`config.mk`:
```
export PLATFORM = sky130hd
export DESIGN_NAME = pong_game_engine
export DESIGN_NICKNAME = d
export VERILOG_FILES = /design/src/rtl/pong_pkg.sv /design/src/rtl/pong_ball.sv /design/src/rtl/pong_game_engine.sv
export SDC_FILE = /design/constraint.sdc
export NUM_CORES = 1
export LEC_CHECK = 0
export CAP_MARGIN = 0
export CORE_MARGIN = 2
export CORE_UTILIZATION = 58
export CTS_CLUSTER_DIAMETER = 150
export DETAILED_ROUTE_END_ITERATION = 16
export PLACE_DENSITY = 0.76
export REMOVE_ABC_BUFFERS = 1
export SYNTH_ARGS = -nofsm -noshare
export SYNTH_HDL_FRONTEND = slang
export SYNTH_SLANG_ARGS = --single-unit
```
`constraint.sdc`:
```
create_clock -name clk -period 9.05 [get_ports clk]
set_input_delay 1.81 -clock clk [delete_from_list [all_inputs] [get_ports clk]]
set_output_delay 1.81 -clock clk [all_outputs]
set_load 0.01 [all_outputs]
```
`src/rtl/pong_pkg.sv`:
```
// Shared types, screen geometry and paddle motion helper for the Pong engine.
package pong_pkg;

   typedef enum logic [2:0] {
      ST_IDLE,
      ST_SERVE,
      ST_PLAY,
      ST_POINT,
      ST_OVER
   } state_t;

   localparam int H_ACTIVE = 640;
   localparam int V_ACTIVE = 480;

   // Frame tick sits at the first column of the first blanking line.
   localparam int TICK_X = 0;
   localparam int TICK_Y = 480;

   // One frame of paddle motion: opposing or absent buttons hold, result clamped on screen.
   function automatic logic [9:0] paddle_step(input logic [9:0] y, input logic up,
                                              input logic dn, input int speed,
                                              input int height);
      logic [10:0] ext;
      logic [10:0] spd;
      logic [10:0] lim;
      ext = {1'b0, y};
      spd = 11'(speed);
      lim = 11'(V_ACTIVE - height);
      paddle_step = y;
      if (up && !dn) begin
         paddle_step = (ext < spd) ? 10'd0 : 10'(ext - spd);
      end else if (dn && !up) begin
         paddle_step = (ext + spd > lim) ? 10'(lim) : 10'(ext + spd);
      end
   endfunction

endpackage

```
`src/rtl/pong_ball.sv`:
```
// Ball position/velocity registers with wall bounce, paddle reflection and miss detection.
module pong_ball
   import pong_pkg::*;
#(
   parameter int PADDLE_H   = 64,
   parameter int PADDLE_W   = 8,
   parameter int BALL_SZ    = 8,
   parameter int LEFT_X     = 16,
   parameter int RIGHT_X    = 616,
   parameter int BALL_SPEED = 2
) (
   input  logic       clk,
   input  logic       rst,
   input  logic       move,
   input  logic       centre,
   input  logic [9:0] pad_l,
   input  logic [9:0] pad_r,
   output logic [9:0] x,
   output logic [9:0] y,
   output logic       miss_l,
   output logic       miss_r
);

   localparam logic [9:0]         CX     = 10'(H_ACTIVE / 2 - BALL_SZ / 2);
   localparam logic [9:0]         CY     = 10'(V_ACTIVE / 2 - BALL_SZ / 2);
   localparam logic signed [10:0] SPD    = 11'(BALL_SPEED);
   localparam logic signed [10:0] SZ     = 11'(BALL_SZ);
   localparam logic signed [10:0] PH     = 11'(PADDLE_H);
   localparam logic signed [10:0] Y_MAX  = 11'(V_ACTIVE - BALL_SZ);
   localparam logic signed [10:0] X_MAX  = 11'(H_ACTIVE - BALL_SZ);
   localparam logic signed [10:0] L_FACE = 11'(LEFT_X + PADDLE_W);
   localparam logic signed [10:0] L_BACK = 11'(LEFT_X);
   localparam logic signed [10:0] R_FACE = 11'(RIGHT_X);
   localparam logic signed [10:0] R_BACK = 11'(RIGHT_X + PADDLE_W);

   logic [9:0]         x_reg, y_reg, x_next, y_next;
   logic               vx_neg_reg, vy_neg_reg, vx_neg_next, vy_neg_next;
   logic signed [10:0] bx, by, nx, ny, pl, pr;
   logic               ovl_l, ovl_r, hit_l, hit_r, out_l, out_r;

   // Candidate next position, reflections and exits; paddle overlap uses current positions.
   always_comb begin
      bx          = signed'({1'b0, x_reg});
      by          = signed'({1'b0, y_reg});
      pl          = signed'({1'b0, pad_l});
      pr          = signed'({1'b0, pad_r});
      nx          = vx_neg_reg ? bx - SPD : bx + SPD;
      ny          = vy_neg_reg ? by - SPD : by + SPD;
      ovl_l       = (by < pl + PH) && (by + SZ > pl);
      ovl_r       = (by < pr + PH) && (by + SZ > pr);
      hit_l       = vx_neg_reg && (nx <= L_FACE) && (nx + SZ > L_BACK) && ovl_l;
      hit_r       = !vx_neg_reg && (nx + SZ >= R_FACE) && (nx < R_BACK) && ovl_r;
      out_l       = vx_neg_reg && !hit_l && (nx <= 11'sd0);
      out_r       = !vx_neg_reg && !hit_r && (nx >= X_MAX);
      miss_l      = move && out_l;
      miss_r      = move && out_r;
      y_next      = ny[9:0];
      vy_neg_next = vy_neg_reg;
      if (ny <= 11'sd0) begin
         y_next      = 10'd0;
         vy_neg_next = 1'b0;
      end else if (ny >= Y_MAX) begin
         y_next      = 10'(Y_MAX);
         vy_neg_next = 1'b1;
      end
      x_next      = nx[9:0];
      vx_neg_next = vx_neg_reg;
      if (hit_l) begin
         x_next      = 10'(L_FACE);
         vx_neg_next = 1'b0;
      end else if (hit_r) begin
         x_next      = 10'(R_FACE - SZ);
         vx_neg_next = 1'b1;
      end
   end

   // Ball registers: recentre on serve, advance only on a move tick that is not a miss.
   always_ff @(posedge clk) begin
      if (rst) begin
         x_reg      <= CX;
         y_reg      <= CY;
         vx_neg_reg <= 1'b0;
         vy_neg_reg <= 1'b0;
      end else if (centre) begin
         x_reg <= CX;
         y_reg <= CY;
      end else if (move && !out_l && !out_r) begin
         x_reg      <= x_next;
         y_reg      <= y_next;
         vx_neg_reg <= vx_neg_next;
         vy_neg_reg <= vy_neg_next;
      end
   end

   assign x = x_reg;
   assign y = y_reg;

endmodule

```
`src/rtl/pong_game_engine.sv`:
```
// Pong game state, paddles, scoring and combinational pixel generation.
module pong_game_engine
   import pong_pkg::*;
#(
   parameter int PADDLE_H     = 64,
   parameter int PADDLE_W     = 8,
   parameter int BALL_SZ      = 8,
   parameter int LEFT_X       = 16,
   parameter int RIGHT_X      = 616,
   parameter int PADDLE_SPEED = 4,
   parameter int BALL_SPEED   = 2,
   parameter int SERVE_FRAMES = 60,
   parameter int POINT_FRAMES = 30,
   parameter int WIN_SCORE    = 9
) (
   input  logic       clk,
   input  logic       rst,
   input  logic [9:0] xpix,
   input  logic [9:0] ypix,
   input  logic       btn_l_up,
   input  logic       btn_l_dn,
   input  logic       btn_r_up,
   input  logic       btn_r_dn,
   input  logic       start,
   output logic       pixval,
   output logic       altcolor,
   output logic       altcolor2,
   output logic [3:0] score_l,
   output logic [3:0] score_r
);

   localparam logic [9:0] PAD_INIT = 10'(V_ACTIVE / 2 - PADDLE_H / 2);
   localparam logic [9:0] NET_L    = 10'(H_ACTIVE / 2 - 2);
   localparam logic [9:0] NET_R    = 10'(H_ACTIVE / 2 + 1);

   function automatic logic [3:0] sat_inc(input logic [3:0] s);
      return (s == 4'hF) ? s : s + 4'd1;
   endfunction

   state_t           state_reg, state_next;
   logic [7:0]       cnt_reg, cnt_next;
   logic [3:0]       score_l_reg, score_l_next, score_r_reg, score_r_next;
   logic [1:0][9:0]  pad_reg, pad_next;
   logic [1:0]       up, dn, pad_hit;
   logic             tick, move, centre, miss_l, miss_r;
   logic [9:0]       ball_x, ball_y;
   logic [10:0]      xe, ye;
   logic             active, ball_hit, net_hit;

   assign tick = (xpix == 10'(TICK_X)) && (ypix == 10'(TICK_Y));
   assign up   = {btn_r_up, btn_l_up};
   assign dn   = {btn_r_dn, btn_l_dn};
   assign xe   = {1'b0, xpix};
   assign ye   = {1'b0, ypix};

   // Index 0 is the left paddle, index 1 the right one.
   generate
      for (genvar gi = 0; gi < 2; gi++) begin : g_pad
         localparam int PX = (gi == 0) ? LEFT_X : RIGHT_X;
         assign pad_next[gi] = paddle_step(pad_reg[gi], up[gi], dn[gi], PADDLE_SPEED, PADDLE_H);
         assign pad_hit[gi]  = (xe >= 11'(PX)) && (xe < 11'(PX + PADDLE_W)) &&
                               (ye >= {1'b0, pad_reg[gi]}) &&
                               (ye < {1'b0, pad_reg[gi]} + 11'(PADDLE_H));
      end
   endgenerate

   assign move   = tick && (state_reg == ST_PLAY);
   assign centre = tick && (state_next == ST_SERVE) && (state_reg != ST_SERVE);

   pong_ball #(
      .PADDLE_H  (PADDLE_H),
      .PADDLE_W  (PADDLE_W),
      .BALL_SZ   (BALL_SZ),
      .LEFT_X    (LEFT_X),
      .RIGHT_X   (RIGHT_X),
      .BALL_SPEED(BALL_SPEED)
   ) u_ball (
      .clk   (clk),
      .rst   (rst),
      .move  (move),
      .centre(centre),
      .pad_l (pad_reg[0]),
      .pad_r (pad_reg[1]),
      .x     (ball_x),
      .y     (ball_y),
      .miss_l(miss_l),
      .miss_r(miss_r)
   );

   // Game state transitions as they would happen on the next tick.
   always_comb begin
      state_next   = state_reg;
      cnt_next     = cnt_reg;
      score_l_next = score_l_reg;
      score_r_next = score_r_reg;
      case (state_reg)
         ST_IDLE: begin
            if (start) begin
               state_next = ST_SERVE;
               cnt_next   = 8'd0;
            end
         end
         ST_SERVE: begin
            if (cnt_reg == 8'(SERVE_FRAMES - 1)) begin
               state_next = ST_PLAY;
               cnt_next   = 8'd0;
            end else begin
               cnt_next = cnt_reg + 8'd1;
            end
         end
         ST_PLAY: begin
            if (miss_r) begin
               score_l_next = sat_inc(score_l_reg);
               state_next   = ST_POINT;
               cnt_next     = 8'd0;
            end else if (miss_l) begin
               score_r_next = sat_inc(score_r_reg);
               state_next   = ST_POINT;
               cnt_next     = 8'd0;
            end
         end
         ST_POINT: begin
            if (cnt_reg == 8'(POINT_FRAMES - 1)) begin
               cnt_next   = 8'd0;
               state_next = ((score_l_reg == 4'(WIN_SCORE)) || (score_r_reg == 4'(WIN_SCORE)))
                            ? ST_OVER : ST_SERVE;
            end else begin
               cnt_next = cnt_reg + 8'd1;
            end
         end
         ST_OVER: begin
            if (start) begin
               score_l_next = 4'd0;
               score_r_next = 4'd0;
               state_next   = ST_SERVE;
               cnt_next     = 8'd0;
            end
         end
         default: state_next = ST_IDLE;
      endcase
   end

   // Frame-stable registers load only on the frame tick.
   always_ff @(posedge clk) begin
      if (rst) begin
         state_reg   <= ST_IDLE;
         cnt_reg     <= 8'd0;
         score_l_reg <= 4'd0;
         score_r_reg <= 4'd0;
         pad_reg     <= {PAD_INIT, PAD_INIT};
      end else if (tick) begin
         state_reg   <= state_next;
         cnt_reg     <= cnt_next;
         score_l_reg <= score_l_next;
         score_r_reg <= score_r_next;
         pad_reg     <= pad_next;
      end
   end

   // Pixel lookup against the frame-stable registers.
   always_comb begin
      active   = (xpix < 10'(H_ACTIVE)) && (ypix < 10'(V_ACTIVE));
      ball_hit = (xe >= {1'b0, ball_x}) && (xe < {1'b0, ball_x} + 11'(BALL_SZ)) &&
                 (ye >= {1'b0, ball_y}) && (ye < {1'b0, ball_y} + 11'(BALL_SZ));
      net_hit  = (xpix >= NET_L) && (xpix <= NET_R) && !ypix[3];
      pixval   = active && (ball_hit || (|pad_hit) || net_hit);
   end

   assign altcolor  = (state_reg == ST_POINT) && cnt_reg[2];
   assign altcolor2 = (state_reg == ST_SERVE) || (state_reg == ST_IDLE) || (state_reg == ST_OVER);
   assign score_l   = score_l_reg;
   assign score_r   = score_r_reg;

endmodule
```
== After elaboration in Yosys (flattened, before gate mapping) ==
Cells that the tools add are included.

* Register bits after elaboration: 61
* Input bits: 27
* Output and inout bits: 11
* Word-level logic and storage cells: 193

* Add/sub/neg operators: 19
* $lt $le $gt $ge: 32
* Eq/ne operators: 21
* Muxes and demuxes: 39
* Bitwise logic cells: 1
* Reductions and logical operators: 71

{| class="wikitable"
|+ Operators by type and width
! operator !! count
|-
| two-way mux 10 bit || 12
|-
| adder 10 x 7 -> 11 bit (second input constant) || 4
|-
| less-than comparator 10 x 11 -> 1 bit || 4
|-
| greater-or-equal comparator 10 bit || 4
|-
| two-way mux 8 bit || 5
|-
| logical AND 1 bit || 38
|-
| adder 10 x 4 -> 11 bit (second input constant) || 3
|-
| case mux 8 bit (4 select lines) || 1
|-
| two-way mux 4 bit || 6
|-
| adder 10 x 2 -> 11 bit (second input constant) || 2
|-
| adder 10 x 3 -> 11 bit (second input constant) || 2
|-
| greater-or-equal comparator 11 bit (second input constant) || 2
|-
| > comparator 11 bit || 2
|-
| > comparator 11 x 9 -> 1 bit (second input constant) || 2
|-
| <= comparator 11 x 1 -> 1 bit (second input constant) || 2
|-
| less-than comparator 11 bit || 2
|-
| two-way mux 11 bit || 2
|-
| subtractor 10 x 2 -> 11 bit (second input constant) || 2
|-
| less-than comparator 10 bit (second input constant) || 2
|-
| less-than comparator 10 x 3 -> 1 bit (second input constant) || 2
|-
| subtractor 10 x 3 -> 10 bit (second input constant) || 2
|-
| two-way mux 3 bit || 6
|-
| == test 4 bit (second input constant) || 4
|-
| case mux 4 bit (2 select lines) || 2
|-
| 38 further kinds || 70
|}

== Logic depth before layout (Yosys ltp) ==
* Word-level depth: 18
* Depth in mapped cells: 16
* Depth with buffers taken out: 14

== By module ==
A second synthesis with hierarchy kept.

* Cell total of the unflattened synthesis: 970
* Area total of the unflattened synthesis: 7485.9 µm²

{| class="wikitable"
|+ By module, submodules not included
! module !! times used !! cells an instance !! area an instance (µm²) !! seq. area each (µm²)
|-
| pong_game_engine || 1 || 583 || 4453.0 || 700.7
|-
| pong_ball || 1 || 387 || 3032.9 || 400.4
|}

== Least setup slack after synthesis ==
No wires, ideal clock.

* Kind: input -> output
* Start point: input xpix[1]
* End point: output pixval
* Data arrival time: 3.532 ns
* Data required time: 7.240 ns
* Slack: 3.708 ns
* Stages: 11
* Buffers on the path: 0
* Cell sequence: ha_1 o21a_1 o21a_1 o21a_1 o21a_1 o21a_1 o21ai_0 a21oi_1 o22ai_1 nor3_1 o2111a_1

* Longest elaborated chain between the ends: 8
* Elaborated cells on any way between the ends: 25
* Those cells by class: 9 x order compare; 16 x reduce/logical

{| class="wikitable"
|+ RTL lines
! what !! line !! source
|-
| from (decl) || pong_game_engine.sv:18 || <nowiki>input logic [9:0] xpix,</nowiki>
|-
| greater-or-equal comparator 10 x 5 -> 1 bit (tied with other cells) || pong_game_engine.sv:61 || <nowiki>assign pad_hit[gi] = (xe >= 11'(PX)) && (xe < 11'(PX + PADDLE_W)) &&</nowiki>
|-
| logical AND 1 bit (2 in a row) || pong_game_engine.sv:61 ||
|-
| logical AND 1 bit || pong_game_engine.sv:62 || <nowiki>(ye >= {1'b0, pad_reg[gi]}) &&</nowiki>
|-
| OR reduction 2 bit || pong_game_engine.sv:166 || <nowiki>pixval = active && (ball_hit || (|pad_hit) || net_hit);</nowiki>
|-
| logical OR 1 bit (2 in a row) || pong_game_engine.sv:166 ||
|-
| logical AND 1 bit * || pong_game_engine.sv:166 ||
|-
| to (decl) || pong_game_engine.sv:25 || <nowiki>output logic pixval,</nowiki>
|}

Mark *: on every way between the ends. The rest lies on a longest branch, timed or not.

== Worst setup path in the final report ==
* Start point: input ypix[3]
* End point: output pixval

* Longest elaborated chain between the ends: 7
* Elaborated cells on any way between the ends: 20
* Those cells by class: 7 x order compare; 13 x reduce/logical

{| class="wikitable"
|+ RTL lines
! what !! line !! source
|-
| from (decl) || pong_game_engine.sv:19 || <nowiki>input logic [9:0] ypix,</nowiki>
|-
| greater-or-equal comparator 10 bit || pong_game_engine.sv:62 ||
|-
| logical AND 1 bit || pong_game_engine.sv:61 ||
|-
| logical AND 1 bit || pong_game_engine.sv:62 ||
|-
| OR reduction 2 bit || pong_game_engine.sv:166 ||
|-
| logical OR 1 bit (2 in a row) || pong_game_engine.sv:166 ||
|-
| logical AND 1 bit * || pong_game_engine.sv:166 ||
|}

Marked as above.

==> reports/results.ini <==
[global_route]
antenna_found_initial = 0
gr-usage-all-layers = 0.281
grt_max_degree = 34
grt.overflow.total = 0
grt_pass1_wl_um = 30000
grt_pass1_vias = 6089

[detailed_routing]
wire_per_inst_um = 16.4
vias_per_cell = 6.26
route.vias.total = 6833
routed_wl_um = 17900
drt_iter0_drc = 643
antenna_left = 0
drc_errors = 0
firstDrtPassIters = 5

[place]
portBuffers = 37
gp_congestion = 0.931
pre_cts_ws_ps = 2500
dpl.hpwl_um = 13700

[logic_synthesis]
syn_area_um2 = 7110
ys.flop_type = dfxtp_1
avgSynthCellArea_um2 = 7.69
async_reset_ff_frac = 0
post-synth-top-area-cell = ha_1
ys_warn_count = 0
synth_top_cells_by_area = ha_1 22%, dfxtp_1 15%, a21oi_1 4.7%
synth-edff-count = 0
synth_top_area_frac = 0.218
synth_seq_cells = 55
syn_inst = 925
ys_seq_area_frac = 0.155
ys_types = 83

[power_and_ir_drop]
p_leak_nw = 3.23
ir_drop_mv = 0.0712
switching_share = 0.278
pwr-share-clk = 0.407
power_density_nw_per_um2 = 68.5
power_switching_mw = 0.146
total_power_mw = 0.527
seqPwrFrac = 0.463
power_frac_comb = 0.130
internal-power_mw = 0.380

[worst_setup_path]
critPathMaxFanout = 6
worstPathRequired_ps = 7240
endpoint_kind = primary output
worstSetupPathType = primary input to primary output
cp-start-kind = primary input
crit_arrival_ps = 4750
r2r_cells = 12

[clock_tree]
cts_buffers = 5
cts_hold_buf = 0
clockRootBuffer = clkbuf_16
cts_tree = done
clk_pin_slew_ps = 80
cts-resized-gates = 0
post_cts_buffers = 0
clock_latency_ps = 320
cts-htree-levels = 2
clock_path_buffers = 2
clkSinkCount = 55

[finish]
layout-drive-gt1-share = 0.0381
fin_nets = 1097
diodes = 0
syn_to_final_growth_pct = 8.11
largest_register_ff_count = 16

[die]
fp.dieH_um = 115
pin_count = 38
core_region_area_um2 = 12000
fp.dieW_um = 115
initial_core_util = 0.592
die-area_um2 = 13200
fp-row-count = 40

[hold_path]
hold_class = register to register
hold_depth = 2

[run]
maxCapViolCount = 0

[timing]
setup_viol = 0
hold_slack_ps = 501
fin_worst_skew_ps = 3.88
worst_slack_ps = 2490
fin_tns_setup_ps = 0
max_freq_mhz = 152
slew_viol_final = 0
fin_crit_sh = 0.725
relSlewSlack = 0.450
tightest_slew_ps = 814
hold_violations = 0
grt_setup_unrepaired = false
finalCriticalPeriod_ps = 6560

[status]
status = complete, no violations

## worst max-delay path, stage by stage
cell	delay, ps
clkdlybuf4s50_1	650
ha_1	290
o21a_1	110
o21a_1	160
o21a_1	180
nor2_1	90
o21bai_1	70
a21o_1	170
a211oi_1	200
o21ai_0	160
nand3_1	120
o2111a_1	210
clkdlybuf4s50_1	540
## area by class of cell
class | instances | area [µm²]
Clock inverter | 3 | 27.5
Timing Repair Buffer | 40 | 393
Inverter | 71 | 267
Clock buffer | 5 | 125
Multi-Input combinational cell | 771 | 5590
Tap cell | 147 | 184
Fill cell | 1088 | 4330
Sequential cell | 55 | 1100
## cell families after synthesis
logic type	synth area share
xor gates and xnor gates	0.0480
and+or+nand+nor	0.218
DFF	0.155
AOI/OAI and AO/OA	0.290
adders and majority gates	0.224
buffers and inverters	0.0590
muxes	0.00581
## metal layers
layer | global-route usage | share of wire | routed length, µm | vias up
met3 | 0.0392 | 0.045 | 796 | 17
li1 | - | - | - | 3493
met2 | 0.439 | 0.44 | 7850 | 149
met4 | 0.0723 | 0.013 | 231 | 0
met1 | 0.408 | 0.50 | 9010 | 3174
met5 | 0 | 0 | 0 | -
## power groups by stage
stage	clock network, mW	registers (mW)	logic (mW)
after floorplan	0	0.249	0.0373
after global placement	0	0.249	0.0673
after detailed placement	0	0.249	0.0679
after CTS	0.217	0.244	0.0682
after global routing	0.225	0.244	0.0774
final	0.214	0.244	0.0687
## path summary, 6_finish.rpt
path / from / endpoint / slack (ps)
min reg2reg: u_ball.x[9] / u_ball.x[9] / 500
max: ypix[3] / pixval / 2490
min: u_ball.x[9] / u_ball.x[9] / 500
max reg2reg: u_ball.vx_neg_reg / cnt_reg[1] / 4330
## cells in the mapped netlist, types with 6 or more instances
cell type	instances
or2_2	6
or3_1	8
nand4_1	10
nor4_1	9
nand3_1	40
nand2b_1	15
clkbuf_1	19
o21ai_0	55
inv_1	71
and3_1	12
dfxtp_1	55
a221o_1	7
o21a_1	26
nor2_1	72
nor2b_1	15
a211oi_1	13
a21o_1	11
nand2_1	61
a31oi_1	11
a21oi_1	67
xnor2_1	27
o22ai_1	7
xor2_1	7
nand3b_1	6
o31ai_1	15
ha_1	124
o311ai_0	7
o211ai_1	21
nor3_1	23
## cell usage in the layout (no fill, tap or decap), drive strengths merged, types with 9 or more instances in the layout
master         count
a31oi             12
nor2b             16
inv               73
xor2               9
o21ai             57
nand2b            15
dfxtp             55
a211oi            14
xnor2             27
o21a              26
o211ai            22
nor3              23
nand3             40
nor4               9
and3              13
nand4             10
a21oi             68
nand2             61
o31ai             15
a21o              12
ha               124
clkdlybuf4s50     37
nor2              73
## per-stage QoR
stage                util  std cells  cell area (µm²)
global route        0.640       1092             7690
floorplan               -        897             6960
finish              0.640       1092             7690
global placement    0.627       1084             7530
detailed placement  0.627       1084             7530
CTS                 0.640       1092             7690
Note: power is estimated with default switching activity, not from simulation.
